--- src/rtl/timer_defs_pkg.sv ---
// timer_defs: shared constants, mode encoding and digit clamp helper for the
// game timer and its BCD stages.
package timer_defs;

   localparam int unsigned DIGIT_W       = 4;
   localparam logic [3:0]  UNITS_MAX     = 4'd9;
   localparam int unsigned TENS_MAX_DFLT = 5;

   typedef enum logic {
      DOWN = 1'b0,
      UP   = 1'b1
   } mode_e;

   // Saturate an out-of-range BCD digit to its legal maximum.
   function automatic logic [DIGIT_W-1:0] clamp_digit(input logic [DIGIT_W-1:0] d,
                                                      input logic [DIGIT_W-1:0] lim);
      return (d > lim) ? lim : d;
   endfunction

endpackage

--- src/rtl/game_timer_bcd_stage.sv ---
// bcd_stage: one BCD digit pair (units 0..9, tens 0..TENS_MAX) with up/down
// stepping, clamped synchronous load and combinational carry/borrow out.
//   clk, reset      : clock, asynchronous active-high reset
//   step_in         : advance this stage by one this cycle
//   up_dn           : 1 = up, 0 = down
//   load, load_val  : preload {tens, units}, priority over step_in
//   units, tens     : current digits
//   step_out        : carry (up) or borrow (down) into the next stage
//   is_zero         : both digits are zero
module bcd_stage
   import timer_defs::*;
#(
   parameter int unsigned TENS_MAX = TENS_MAX_DFLT
) (
   input  logic       clk,
   input  logic       reset,
   input  logic       step_in,
   input  logic       up_dn,
   input  logic       load,
   input  logic [7:0] load_val,
   output logic [3:0] units,
   output logic [3:0] tens,
   output logic       step_out,
   output logic       is_zero
);

   localparam logic [3:0] TensLim = 4'(TENS_MAX);

   logic [3:0] r_units;
   logic [3:0] r_tens;
   logic       w_up;
   logic       w_units_max;
   logic       w_tens_max;
   logic       w_units_min;
   logic       w_tens_min;

   assign w_up        = (up_dn == UP);
   assign w_units_max = (r_units == UNITS_MAX);
   assign w_tens_max  = (r_tens == TensLim);
   assign w_units_min = (r_units == 4'd0);
   assign w_tens_min  = (r_tens == 4'd0);

   // Carry/borrow ripples combinationally so the whole chain steps in one cycle.
   assign step_out = step_in & (w_up ? (w_units_max & w_tens_max)
                                     : (w_units_min & w_tens_min));
   assign is_zero  = w_units_min & w_tens_min;
   assign units    = r_units;
   assign tens     = r_tens;

   always_ff @(posedge clk or posedge reset) begin
      if (reset) begin
         r_units <= 4'd0;
         r_tens  <= 4'd0;
      end else if (load) begin
         r_units <= clamp_digit(load_val[3:0], UNITS_MAX);
         r_tens  <= clamp_digit(load_val[7:4], TensLim);
      end else if (step_in) begin
         if (w_up) begin
            if (w_units_max) begin
               r_units <= 4'd0;
               r_tens  <= w_tens_max ? 4'd0 : r_tens + 4'd1;
            end else begin
               r_units <= r_units + 4'd1;
            end
         end else begin
            if (w_units_min) begin
               r_units <= UNITS_MAX;
               r_tens  <= w_tens_min ? TensLim : r_tens - 4'd1;
            end else begin
               r_units <= r_units - 4'd1;
            end
         end
      end
   end

endmodule

--- src/rtl/game_timer.sv ---
// game_timer: prescaled multi-stage BCD up/down timer with pause and preload.
//   clk, reset : clock, asynchronous active-high reset
//   en         : run enable (0 pauses prescaler and digits)
//   up_dn      : 1 = count up, 0 = count down
//   load       : synchronous preload of load_val (clamped BCD)
//   digits     : current count, stage 0 in [7:0]
//   tick       : registered pulse, first cycle a stepped value is visible
//   wrap       : registered pulse when an up step rolls max -> zero
//   done       : registered pulse when a down step reaches zero
//   zero       : level, digits all zero
module game_timer
   import timer_defs::*;
#(
   parameter int unsigned STAGES       = 2,
   parameter int unsigned TOP_TENS_MAX = 9,
   parameter int unsigned TICK_DIV     = 100_000_000
) (
   input  logic                clk,
   input  logic                reset,
   input  logic                en,
   input  logic                up_dn,
   input  logic                load,
   input  logic [8*STAGES-1:0] load_val,
   output logic [8*STAGES-1:0] digits,
   output logic                tick,
   output logic                wrap,
   output logic                done,
   output logic                zero
);

   localparam int unsigned     PRE_W   = (TICK_DIV > 2) ? $clog2(TICK_DIV) : 1;
   localparam logic [PRE_W-1:0] PreLast = PRE_W'(TICK_DIV - 1);

   logic [PRE_W-1:0]    r_pre;
   logic                r_tick;
   logic                r_wrap;
   logic                r_done;
   logic [8*STAGES-1:0] w_digits;
   logic [STAGES-1:0]   w_is_zero;
   logic [STAGES:0]     w_carry;
   logic                w_step_evt;
   logic                w_step;
   logic                w_zero;
   logic                w_one;
   logic                w_down;

   assign w_zero     = &w_is_zero;
   assign w_one      = (w_digits == (8*STAGES)'(1));
   assign w_down     = (up_dn == DOWN);
   assign w_step_evt = en & (r_pre == PreLast);
   // Down steps from all-zero are swallowed so the count saturates; load wins.
   assign w_step     = w_step_evt & ~load & ~(w_down & w_zero);
   assign w_carry[0] = w_step;

   for (genvar i = 0; i < STAGES; i++) begin : g_stage
      localparam int unsigned TensMax = (i == STAGES - 1) ? TOP_TENS_MAX : TENS_MAX_DFLT;
      bcd_stage #(
         .TENS_MAX(TensMax)
      ) u_stage (
         .clk     (clk),
         .reset   (reset),
         .step_in (w_carry[i]),
         .up_dn   (up_dn),
         .load    (load),
         .load_val(load_val[8*i +: 8]),
         .units   (w_digits[8*i +: 4]),
         .tens    (w_digits[8*i+4 +: 4]),
         .step_out(w_carry[i+1]),
         .is_zero (w_is_zero[i])
      );
   end

   always_ff @(posedge clk or posedge reset) begin
      if (reset) begin
         r_pre  <= '0;
         r_tick <= 1'b0;
         r_wrap <= 1'b0;
         r_done <= 1'b0;
      end else begin
         if (load) begin
            r_pre <= '0;
         end else if (en) begin
            r_pre <= w_step_evt ? '0 : r_pre + 1'b1;
         end
         r_tick <= w_step;
         r_wrap <= w_carry[STAGES] & ~w_down;
         // Value 1 stepped down lands on zero.
         r_done <= w_step & w_down & w_one;
      end
   end

   assign digits = w_digits;
   assign tick   = r_tick;
   assign wrap   = r_wrap;
   assign done   = r_done;
   assign zero   = w_zero;

endmodule

--- config.mk ---
export PLATFORM = sky130hd
export DESIGN_NAME = game_timer
export DESIGN_NICKNAME = d
export VERILOG_FILES = /design/src/rtl/timer_defs_pkg.sv /design/src/rtl/game_timer_bcd_stage.sv /design/src/rtl/game_timer.sv
export SDC_FILE = /design/constraint.sdc
export NUM_CORES = 1
export LEC_CHECK = 0
export BUFFER_PORTS_ARGS = -buffer_cell sky130_fd_sc_hd__buf_4
export CAP_MARGIN = 10
export CORE_UTILIZATION = 50
export CTS_CLUSTER_DIAMETER = 30
export DETAILED_ROUTE_END_ITERATION = 16
export PLACE_DENSITY = 0.77
export SETUP_SLACK_MARGIN = 0.5
export SYNTH_ARGS = -nofsm -noshare
export SYNTH_HDL_FRONTEND = slang
export SYNTH_SLANG_ARGS = --single-unit
--- constraint.sdc ---
create_clock -name clk -period 3.05 [get_ports clk]
set_input_delay 0.1525 -clock clk [delete_from_list [all_inputs] [get_ports clk]]
set_output_delay 0.1525 -clock clk [all_outputs]
set_load 0.02 [all_outputs]
Word level (Yosys, flattened, before mapping). Index checks and enable logic that the tools add are counted.

Equal/unequal tests: 8. Bitwise logic cells: 16. Mux-type cells: 33. $add $sub $neg: 9. Reduce and logical (&&, ||, !) cells: 12. Magnitude comparators: 4.

Operators with widths (number): $mux W4 (28); $mux W27 (3); $add A27 B1 Y27 const B (1); $eq A27 B27 Y1 const B (1); $add A4 B1 Y4 const B (4); $eq A16 B1 Y1 const B (1); $logic_not A4 Y1 (4); $sub A4 B1 Y4 const B (4); $and A1 B1 Y1 (13); $eq A4 B4 Y1 const B (3); $gt A4 B4 Y1 const B (3); $ne A3 B1 Y1 const B (2); $reduce_and A3 Y1 (2); $reduce_bool A2 Y1 (3); $reduce_bool A3 Y1 (2); $eq A4 B3 Y1 const B (1); $gt A4 B3 Y1 const B (1); $not A1 Y1 (3); $mux W1 (2); $reduce_and A2 Y1 (1).

Logic and storage cells: 90. Bits of input ports: 21. Register bits: 46. Output and inout port bits: 20.

Longest topological paths before layout. Gate-level depths: netlist of the first run.

Depth after elaboration: 9. Gate-level depth with buffers: 7.

Hierarchy. Synthesis of the first run repeated with hierarchy kept, for this count alone.

Cell total of the unflattened synthesis: 393. Area total of the unflattened synthesis: 3244.4 µm².

Modules (own cells, without submodules): game_timer (area each 1736.7 µm², seq. area each 750.7 µm², instances 1, cells each 191); bcd_stage at g_stage[1].u_stage (area each 767.0 µm², seq. area each 200.2 µm², instances 1, cells each 102); bcd_stage at g_stage[0].u_stage (area each 740.7 µm², seq. area each 200.2 µm², instances 1, cells each 100).

Worst setup path before layout of the first run. OpenSTA, ideal clock, no wires.

Kind: register -> register. Start: register g_stage[1].u_stage.r_tens[0]. End: register g_stage[0].u_stage.r_tens[1]. Path buffers: 0. Clock period less this slack: 2395 ps. Setup time: 128 ps. Stages on the path, launching flop included: 6. Data required time: 2922 ps. Arrival: 2268 ps. Setup slack: 655 ps. Cell sequence: dfrtp_1 > or4_4 > or4_4 > o2111ai_4 > and2_4 > mux2_1.

Longest elaborated chain between the ends: 8.

Ends and longest elaborated chain: start, declared (RTL line game_timer_bcd_stage.sv:30) `logic [3:0] r_tens;`; start signal, assigned (RTL line game_timer_bcd_stage.sv:56) `r_tens <= clamp_digit(load_val[7:4], TensLim);`; start signal, assigned (RTL line game_timer_bcd_stage.sv:61) `r_tens <= w_tens_max ? 4'd0 : r_tens + 4'd1;`; start signal, assigned (RTL line game_timer_bcd_stage.sv:68) `r_tens <= w_tens_min ? TensLim : r_tens - 4'd1;`; $logic_not A4 Y1 (RTL line game_timer_bcd_stage.sv:41) `assign w_tens_min = (r_tens == 4'd0);`; $and A1 B1 Y1 (RTL line game_timer_bcd_stage.sv:46) `assign is_zero = w_units_min & w_tens_min;`; $reduce_and A2 Y1 (RTL line game_timer.sv:47) `assign w_zero = &w_is_zero;`; $and A1 B1 Y1 (RTL line game_timer.sv:52) `assign w_step = w_step_evt & ~load & ~(w_down & w_zero);`; $not A1 Y1 (RTL line game_timer.sv:52); $and A1 B1 Y1 (RTL line game_timer.sv:52); $reduce_bool A2 Y1 (no source line); $reduce_and A3 Y1 (no source line); end signal, assigned (RTL line game_timer_bcd_stage.sv:56); end signal, assigned (RTL line game_timer_bcd_stage.sv:61); end signal, assigned (RTL line game_timer_bcd_stage.sv:68); end, declared (RTL line game_timer_bcd_stage.sv:30).

Every way passes these cells. A chain may end at the register's enable or synchronous reset.

Final worst setup path of the first run.
Start: register g_stage[1].u_stage.r_tens[1]. End: register g_stage[0].u_stage.r_tens[1].

Same word-level chain as after synthesis.

==> out/summary.txt, run 1 <==
synth top area cells = dfrtp_1 (36%), nor2_1 (5.6%), xor2_1 (5.5%), nand3_1 (4.0%), nand2_1 (2.9%)
dominant synthesized flop cell = dfrtp_1
total gr overflow = 0
relative slew slack = 0.359
Synth Area in Compound Gates = 0.174
Final min period = 2.48 ns
Worst EP required = 3.25 ns
global-route usage over all layers = 0.257
# port buffers = 40
Mapped Nets = 399
HP Class = input port to flip-flop
Routed Wire Length = 7730 um
Clock Sinks = 46
initial detailed-routing violation count = 222
final setup margin = 0.572 ns
Net count, final = 428
initial core utilization = 0.527
Final ANT Viol Nets = 0
io pins = 41
number of max-cap violations = 0
final setup violation count = 0
DR vias = 2997
antenna cell count = 0
VDD IR max = 216 uV
Chip Height = 81.5 um
Synth Cell Area = 3160 um2
Area growth syn-to-layout = 14.8%
Initial DRT Pass Iterations = 5
TritonCTS Buffers = 5
Core ar. = 5990 um2
pin count of the biggest net entering global routing = 47
final hold slack = 0.0548 ns
status = finished, final reports clean
Worst Path Max Fanout = 12
DRC = 0
Netlist cell types = 60
row cnt = 28
setup TNS = 0 ns
Synth Area in Adders = 0.00396
skew final = 0.0136 ns
clk_lat worst skew = 0.31 ns
DRT met1 WL = 3390 um
DP HPWL = 5340 um
DR WL/cell = 16.0 um
initial antenna violation count = 0
Worst EP arrival = 2.68 ns
Fin. Hold Viols = 0
Pins Over Slew Limit = 0
Synth Area per Inst = 8.38 um2
wire length of the first global-routing pass = 13200 um
synthesized flop and latch total = 46
Max Clk Rate = 404 MHz
LEAKAGE = 0.00150 uW
dpl ws = 0.510 ns
number of global-route vias before repair = 2738
Tcrit/Tclk final = 0.812
Clock Pin Slew Worst Setup and Hold Paths = 0.10 ns
RSZ-0062 raised after global routing = false
RePlAce Congestion = 0.872
root buf cell = clkbuf_8
Yosys Warn Count = 0
PwrDens = 389 nW/um2
Synth top cells by count = nor2_1 (47), dfrtp_1 (46), nand3_1 (25), nand2_1 (24)
area share of the largest cell type after synthesis = 0.365
critical path class = flip-flop to flip-flop
Critical Path Source Type = flip-flop
die width = 81.5 um
Post-synth EDFFs = 0
main combinational cell family by area after synthesis = simple AND/OR/NAND/NOR gates
top-count cell post-synth = nor2_1
H-tree Lvls = 2
clock buffer depth = 2
WL met2 = 3840 um
CTS tree = done
XOR/XNOR Fraction of Synth Area = 0.0804
mux contribution to synthesized area = 0.0162
layout cells sized above 1 = 0.174
Worst Setup End Kind = flip-flop
number of vias per cell = 6.22
sequential fraction of the synthesis area = 0.365
top sig layer = met4
async set-or-reset flop fraction in the synthesized netlist = 1.00
die area = 6640 um2
Worst Tran Pin Value = 0.960 ns
Mapped Cells = 377
post-synth top area cell = dfrtp_1
post-synthesis simple-gate area fraction = 0.316
Met3 Routed Length = 370 um
metrics by stage:
stage / std cells / area, um2 / power, uW / utilization
floorplan: 377 / 3160 / 915 / -
CTS: 479 / 3580 / 1420 / 0.598
finish: 482 / 3630 / 1410 / 0.605
detailed placement: 471 / 3490 / 1020 / 0.582
global placement: 471 / 3490 / 1010 / 0.582
global route: 482 / 3630 / 1490 / 0.605
cells by family after synthesis:
kind of cell	after synthesis
AND/OR/NAND/NOR	184
AO/OA/AOI/OAI	75
flip-flops	46
buffers and inverters	37
XOR/XNOR	29
multiplexers	5
adder cells (fa/ha/maj)	1
worst max-delay path, cell delays in order, from the launching register on:
cell and delay (ns):
dfrtp_2 0.50, or4_4 0.56, or4_4 0.54, o2111ai_4 0.28, and2_4 0.19, mux2_1 0.32
worst paths after layout:
path | cells past startpoint | from | slack, ns | end
max | 5 | g_stage[1].u_stage.tens[1] | 0.57 | g_stage[0].u_stage.tens[1]
max reg2reg | 5 | g_stage[1].u_stage.tens[1] | 0.57 | g_stage[0].u_stage.tens[1]
min reg2reg | 2 | r_pre[7] | 0.56 | r_pre[7]
max in group asynchronous | 2 | reset | 2.31 | g_stage[1].u_stage.tens[1]
min | 3 | load_val[11] | 0.05 | g_stage[1].u_stage.units[3]
min in group asynchronous | 2 | reset | 0.07 | r_pre[15]
what timing repair did:
action | 4_1_cts | 5_1_grt
hold buffers | 0 | 0
pin swaps | 0 | 1
resized for setup | 1 | 5
endpoints found under the setup margin | 2 | 14
setup buffers | 0 | 3
area by class of cell:
cell class | instances | area, um2
Fill cell | 547 | 2360
Multi-Input combinational cell | 294 | 1880
Sequential cell | 46 | 1150
Timing Repair Buffer | 48 | 360
Tap cell | 75 | 93.8
Clock buffer | 5 | 68.8
Inverter | 11 | 41.3
Clock inverter | 3 | 25.0
layer usage:
| layer | GRT usage | vias to the layer above |
|---|---|---|
| met5 | 0 | - |
| met4 | 0.0946 | 0 |
| met3 | 0.0367 | 16 |
| met2 | 0.430 | 98 |
| met1 | 0.336 | 1444 |
| li1 | - | 1439 |
flip-flops by register name (all words and copies together), names as in the netlist:
register / flops
done: 1
wrap: 1
g_stage.u_stage.units: 8
g_stage.u_stage.tens: 8
tick: 1
r_pre: 27
power by group:
part | total [uW] | internal [uW] | switching, uW
Sequential | 711 | 636 | 74.6
Clock | 391 | 166 | 226
Combinational | 308 | 141 | 167
placed cells by master (no fill, tap or decap), drive strengths merged, types with 2 or more instances in the layout:
master	count
a31oi	3
a22oi	2
o22ai	2
and3	5
buf	48
a211o	2
nor2b	5
a21oi	13
nor4	11
nand3b	2
and4	5
o21a	2
nor4b	3
inv	12
o31ai	3
a211oi	5
o21ai	15
nand4b	3
nand2b	8
nor2	47
and3b	3
xnor2	9
nand2	24
a32oi	2
nor3b	2
a21o	2
or4	4
a22o	2
or3	5
mux2i	4
o211ai	8
and2	7
clkbuf	5
nand3	25
nor3	11
nand4	12
or2	2
xor2	20
o311ai	2
dfrtp	46
(Power assumes the default switching activity.)
==> run 2, diff against run 1 <==
--- a/config.mk
+++ b/config.mk
@@ -10,7 +10,7 @@
 export CORE_UTILIZATION = 50
 export CTS_CLUSTER_DIAMETER = 30
 export DETAILED_ROUTE_END_ITERATION = 16
-export PLACE_DENSITY = 0.77
+export PLACE_DENSITY = 0.79
 export SETUP_SLACK_MARGIN = 0.5
 export SYNTH_ARGS = -nofsm -noshare
 export SYNTH_HDL_FRONTEND = slang
==> constraint.sdc (replaced) <==
create_clock -name clk -period 2.1 [get_ports clk]
set_input_delay 0.105 -clock clk [delete_from_list [all_inputs] [get_ports clk]]
set_output_delay 0.105 -clock clk [all_outputs]
set_load 0.02 [all_outputs]
==> run 2 against run 1 <==
The flow now finishes with violations (negative setup slack). Register-to-register slack got worse by 0.74 ns. Critical path type unchanged. Clock skew increased by 0.0064 ns. Sequential power increased by 37%. Largest power group unchanged. Fmax increased by 9.3%. Non-clock buffer count increased by 54. Combinational power increased by 120%. Power increased by 64%. Wire length increased by 33%. Global-route usage increased by 1.4 points. Critical path depth unchanged. Die area unchanged. Via count increased by 15%.
==> out/summary.txt, run 2 (synthesis gave the netlist of run 1 again) <==
RSZ-0062 raised after global routing = true (was false)
root buf cell = clkbuf_8 (unchanged)
RePlAce Congestion = 0.840 (was 0.872)
Clock Pin Slew Worst Setup and Hold Paths = 0.10 ns (about the same)
die width = 81.5 um (unchanged)
Fin. Hold Viols = 0 (unchanged)
Final ANT Viol Nets = 0 (unchanged)
Design Power = 2320 uW (was 1410 uW)
HP Class = input port to flip-flop (unchanged)
Area growth syn-to-layout = 44.7% (was 14.8%)
Clock Sinks = 46 (unchanged)
final core occ = 0.763 (was 0.605)
global-route usage over all layers = 0.271 (was 0.257)
Worst EP arrival = 2.48 ns (was 2.68 ns)
status = complete, but fails checks (was finished, final reports clean)
layout cells sized above 1 = 0.390 (was 0.174)
skew final = 0.0200 ns (was 0.0136 ns)
CTS tree = done (unchanged)
H-tree Lvls = 2 (unchanged)
Final min period = 2.27 ns (was 2.48 ns)
number of max-cap violations = 0 (unchanged)
Initial DRT Pass Iterations = 5 (unchanged)
DP HPWL = 5530 um (was 5340 um)
Max Clk Rate = 441 MHz (was 404 MHz)
wire length of the first global-routing pass = 13800 um (was 13200 um)
relative slew slack = 0.416 (was 0.359)
clock buffer depth = 2 (unchanged)
Core ar. = 5990 um2 (unchanged)
initial core utilization = 0.527 (unchanged)
final setup violation count = 11 (was 0)
commonest non-fill, non-tap cell in the layout = buf_4 (unchanged)
failing checks = negative setup slack
VDD IR max = 309 uV (was 216 uV)
row cnt = 28 (unchanged)
Critical Path Source Type = flip-flop (unchanged)
Tcrit/Tclk final = 1.08 (was 0.812)
clk_lat worst skew = 0.31 ns (about the same)
number of global-route vias before repair = 2981 (was 2738)
DRC = 0 (unchanged)
Pins Over Slew Limit = 0 (unchanged)
Routed Wire Length = 10300 um (was 7730 um)
die area = 6640 um2 (unchanged)
number of vias per cell = 6.42 (was 6.22)
LEAKAGE = 0.00190 uW (was 0.00150 uW)
Worst Setup End Kind = flip-flop (unchanged)
io pins = 41 (unchanged)
PwrDens = 507 nW/um2 (was 389 nW/um2)
Worst Path Max Fanout = 3 (was 12)
Most flops, register = r_pre (unchanged)
antenna cell count = 0 (unchanged)
critical path class = flip-flop to flip-flop (unchanged)
most frequent cells in the layout = buf_4 (79), dfrtp_1 (38), nor2_1 (33) (was buf_4 (48), nor2_1 (47), dfrtp_1 (43))
# port buffers = 40 (unchanged)
DR vias = 3447 (was 2997)
final setup margin = -0.167 ns (was 0.572 ns)
initial detailed-routing violation count = 328 (was 222)
Chip Height = 81.5 um (unchanged)
Worst Tran Pin Value = 0.873 ns (was 0.960 ns)
Net count, final = 483 (was 428)
pin count of the biggest net entering global routing = 36 (was 47)
initial antenna violation count = 0 (unchanged)
DR WL/cell = 19.1 um (was 16.0 um)
max reg flops = 27 (unchanged)
total gr overflow = 0 (unchanged)
Worst EP required = 2.31 ns (was 3.25 ns)
TritonCTS Buffers = 5 (unchanged)
## run 2: cell types whose count changed in the layout (fill, tap and decap cells not counted), sizes merged
cell and change:
o211ai +1, buf +52, dlygate4sd3 +1, clkinvlp -1, bufinv +1, clkbuf +1, inv -1, clkinv +1
## run 2: path summary, 6_finish.rpt
path / depth (start not counted) / slack (ns) / from / end
setup / recovery: 5 / -0.17 / g_stage[1].u_stage.tens[2] / g_stage[0].u_stage.tens[1]
hold / removal: 3 / 0.02 / load_val[11] / g_stage[1].u_stage.units[3]
setup reg to reg: 5 / -0.17 / g_stage[1].u_stage.tens[2] / g_stage[0].u_stage.tens[1]
hold reg to reg: 2 / 0.60 / r_pre[4] / r_pre[4]
max in group asynchronous: 4 / 0.94 / reset / g_stage[1].u_stage.units[0]
min in group asynchronous: 3 / 0.47 / reset / r_pre[14]
## run 2: timing repair
action,in CTS,in global routing
hold buffers,1,0
resized for setup,46,54
setup endpoints to repair,47,47
endpoints found under the hold margin,34,0
pin swaps,27,21
gates cloned,1,2
setup buffers,9,17
## run 2: cell type report
cell class / instances / area, um2
sequential: 46 / 1160
clock buffer: 5 / 68.8
inverter: 11 / 41.3
multi-input combinational: 295 / 2280
tap: 75 / 93.8
clock inverter: 3 / 40.0
timing repair buffer: 102 / 881
fill: 410 / 1420
## run 2: report_power, final
group          leakage (uW)  internal [uW]  switching, uW
clock             0.0000579            351            319
sequential         0.000598            926           46.9
combinational       0.00124            294            379
total               0.00190           1570            746
## run 2: critical path: stages, from the launching register on
cell,delay (ns)
dfrtp_2,0.41
or4_4,0.57
or4_4,0.48
o2111ai_4,0.23
and2_4,0.19
mux2_4,0.29
## run 2: metrics by stage
step	area [um2]	TNS, ns	hold WS [ns]	worst slack, ns	std cells
final	4570	-1.07	0.0198	-0.167	537
after global routing	4570	-1.67	0.0448	-0.206	537
after CTS	4160	-0.556	0.0221	-0.137	518
after detailed placement	3760	-0.188	0.287	-0.118	499
after global placement	3760	-0.0933	0.278	-0.0878	499
after floorplan	3250	-0.260	0.220	-0.178	377
## run 2: per-layer routing
layer	global-route usage	part of all wire	vias to the layer above
li1	-	-	1535
met1	0.325	0.37	1669
met2	0.485	0.52	190
met3	0.0456	0.067	53
met4	0.0929	0.043	0
met5	0	0	-
==> run 3, diff against run 2 <==
--- a/config.mk
+++ b/config.mk
@@ -7,10 +7,12 @@
 export LEC_CHECK = 0
 export BUFFER_PORTS_ARGS = -buffer_cell sky130_fd_sc_hd__buf_4
 export CAP_MARGIN = 10
-export CORE_UTILIZATION = 50
+export CELL_PAD_IN_SITES_DETAIL_PLACEMENT = 1
+export CELL_PAD_IN_SITES_GLOBAL_PLACEMENT = 1
+export CORE_UTILIZATION = 39
 export CTS_CLUSTER_DIAMETER = 30
 export DETAILED_ROUTE_END_ITERATION = 16
-export PLACE_DENSITY = 0.79
+export PLACE_DENSITY = 0.82
 export SETUP_SLACK_MARGIN = 0.5
 export SYNTH_ARGS = -nofsm -noshare
 export SYNTH_HDL_FRONTEND = slang
==> run 3 against run 2 <==
The run still ends with negative setup slack left. Core utilization shrank 16 points. Fmax shrank 1.8%. First-iteration DRC count shrank 35%. Global-route usage grew 1.2 points. Setup slack lost 0.042 ns. Via count grew 2.5%. Combinational power grew 5.6%. Highest routed layer unchanged.
==> out/summary.txt, run 3 (synthesis gave the netlist of run 1 again) <==
fin area = 4720 um2 (was 4570 um2)
most frequent cells in the layout = buf_4 (83), dfrtp_1 (42), nor2_1 (24) (was buf_4 (79), dfrtp_1 (38), nor2_1 (33))
Pins Over Slew Limit = 0 (unchanged)
DRC = 0 (unchanged)
commonest non-fill, non-tap cell in the layout = buf_4 (unchanged)
number of global-route vias before repair = 3626 (was 2981)
max incr delay on CP = 0.57 ns (about the same)
relative slew slack = 0.464 (was 0.416)
Worst setup startpoint = g_stage[1].u_stage.tens[2] (unchanged)
Slowest cell on crit path = or4_4 (unchanged)
Worst EP required = 2.31 ns (about the same)
TritonCTS Buffers = 5 (unchanged)
WL met2 = 6940 um (was 5340 um)
Max Clk Rate = 433 MHz (was 441 MHz)
io pins = 41 (unchanged)
Critical R2R Launch = g_stage[1].u_stage.tens[2] (unchanged)
final setup margin = -0.209 ns (was -0.167 ns)
LEAKAGE = 0.00192 uW (was 0.00190 uW)
Final ANT Viol Nets = 0 (unchanged)
ordered cell list for the critical path = or4_4 > or4_4 > o2111ai_4 > and2_4 > mux2_4 (unchanged)
global-route usage over all layers = 0.282 (was 0.271)
wire length of the first global-routing pass = 18700 um (was 13800 um)
Core ar. = 7770 um2 (was 5990 um2)
final core occ = 0.607 (was 0.763)
Placed Area = 3800 um2 (was 3760 um2)
multi-input logic area = 2300 um2 (was 2280 um2)
Final min period = 2.31 ns (was 2.27 ns)
clk_lat worst skew = 0.32 ns (was 0.31 ns)
Comb power frac = 0.297 (was 0.291)
Met3 Routed Length = 486 um (was 685 um)
non-filler cells in the finished layout = 570 (was 537)
R2R Setup Slk = -0.21 ns (was -0.17 ns)
VDD IR max = 250 uV (was 309 uV)
total gr overflow = 0 (unchanged)
critical path class = flip-flop to flip-flop (unchanged)
failing checks = negative setup slack (unchanged)
number of vias per cell = 6.20 (was 6.42)
pin count of the biggest net entering global routing = 35 (was 36)
Area growth syn-to-layout = 49.4% (was 44.7%)
initial antenna violation count = 0 (unchanged)
capturing point of the worst reg2reg path = g_stage[0].u_stage.tens[1] (unchanged)
clock buffer depth = 2 (unchanged)
die width = 92.0 um (was 81.5 um)
Worst Setup End Kind = flip-flop (unchanged)
Clock power frac = 0.299 (was 0.289)
Critical Path Most Common Cell = or4_4 (unchanged)
Chip Height = 92.0 um (was 81.5 um)
RSZ-0062 raised after global routing = true (unchanged)
Clock Sinks = 46 (unchanged)
Most flops, register = r_pre (unchanged)
CTS tree = done (unchanged)
Net count, final = 489 (was 483)
# fillers = 881 (was 410)
Design Power = 2390 uW (was 2320 uW)
Critical Path Source Type = flip-flop (unchanged)
Tcrit/Tclk final = 1.10 (was 1.08)
initial detailed-routing violation count = 214 (was 328)
H-tree Lvls = 2 (unchanged)
DP HPWL = 6710 um (was 5530 um)
crit path to = g_stage[0].u_stage.tens[1] (unchanged)
min-delay src = load_val[11] (unchanged)
top sig layer = met4 (unchanged)
power share of the sequential group = 0.404 (was 0.420)
root buf cell = clkbuf_8 (unchanged)
final setup violation count = 10 (was 11)
Routed Wire Length = 12600 um (was 10300 um)
HP Class = input port to flip-flop (unchanged)
PwrDens = 507 nW/um2 (about the same)
DR WL/cell = 22.1 um (was 19.1 um)
die area = 8460 um2 (was 6640 um2)
DRT met1 WL = 4800 um (was 3810 um)
switching share of total power = 0.336 (was 0.322)
# port buffers = 40 (unchanged)
max reg flops = 27 (unchanged)
DR vias = 3532 (was 3447)
RePlAce Congestion = 0.802 (was 0.840)
initial core utilization = 0.407 (was 0.527)
Worst Path Max Fanout = 3 (unchanged)
R2R cell count = 5 (unchanged)
Worst Tran Pin Value = 0.801 ns (was 0.873 ns)
status = complete, but fails checks (unchanged)
row cnt = 32 (was 28)
Worst Hold Depth = 3 (unchanged)
Fin. Hold Viols = 0 (unchanged)
Clock Pin Slew Worst Setup and Hold Paths = 0.10 ns (about the same)
antenna cell count = 0 (unchanged)
layout cells sized above 1 = 0.402 (was 0.390)
switching power = 804 uW (was 746 uW)
FF+latch area = 1160 um2 (about the same)
Initial DRT Pass Iterations = 4 (was 5)
Inst Count DP = 528 (was 499)
P_int = 1590 uW (was 1570 uW)
skew final = 0.0127 ns (was 0.0200 ns)
Worst EP arrival = 2.52 ns (was 2.48 ns)
number of max-cap violations = 0 (unchanged)
-- run 3: changes by cell type in the layout (fill, tap and decap cells not counted), moves of 3 or more --
cell     previous run  this run
nand3_1            16        19
buf_16              0         3
dfrtp_1            38        42
dfrtp_2             8         4
nor2_4             10        20
buf_4              79        83
nor2_1             33        24
-- run 3: repair_timing --
action,in CTS,in global routing
setup buffers,16,13
pin swaps,12,15
hold buffers,1,0
hold endpoints to repair,33,0
gates resized for setup,74,37
gates cloned,3,1
setup endpoints to repair,47,47
-- run 3: power by group through the flow --
stage / logic, uW / clock network (uW) / registers (uW)
final: 711 / 715 / 968
after CTS: 667 / 707 / 966
after global routing: 759 / 749 / 973
after global placement: 582 / 0 / 981
after detailed placement: 602 / 0 / 983
after floorplan: 335 / 0 / 1030
-- run 3: stage by stage --
step / hold WS (ns) / setup WS (ns) / TNS [ns]
floorplan: 0.220 / -0.178 / -0.260
global placement: 0.265 / -0.0975 / -0.115
detailed placement: 0.283 / -0.138 / -0.341
CTS: 0.0217 / -0.151 / -0.853
global route: 0.0131 / -0.229 / -2.06
finish: 0.0141 / -0.209 / -1.40
-- run 3: critical path, delay by kind of cell (launching register included) --
kind / cells / cell delay, ns
mux: 1 / 0.30
flops: 1 / 0.42
compound gates: 1 / 0.23
simple gates: 3 / 1.25
-- run 3: per-layer routing --
layer,up-vias,track usage
met3,28,0.0390
met4,0,0.105
met5,-,0
met1,1829,0.312
met2,113,0.541
li1,1562,-
-- run 3: how the worst min path moves through the flow --
| stage | slack, ns | end |
|---|---|---|
| 2_1_floorplan | 0.22 | g_stage[1].u_stage.units[3] |
| 3_3_place_gp | 0.26 | r_pre[15] |
| 3_5_place_dp | 0.28 | r_pre[12] |
| 4_1_cts | 0.02 | g_stage[1].u_stage.units[3] |
| 5_1_grt | 0.01 | g_stage[1].u_stage.units[3] |
| 6_report | 0.01 | g_stage[1].u_stage.units[3] |
-- run 3: area by class of cell --
type	count	share of cell area
timing repair buffer	108	0.208
multi-input combinational	295	0.487
clock inverter	3	0.00955
clock buffer	5	0.0146
inverter	11	0.00875
sequential	46	0.245
tap	102	0.0270
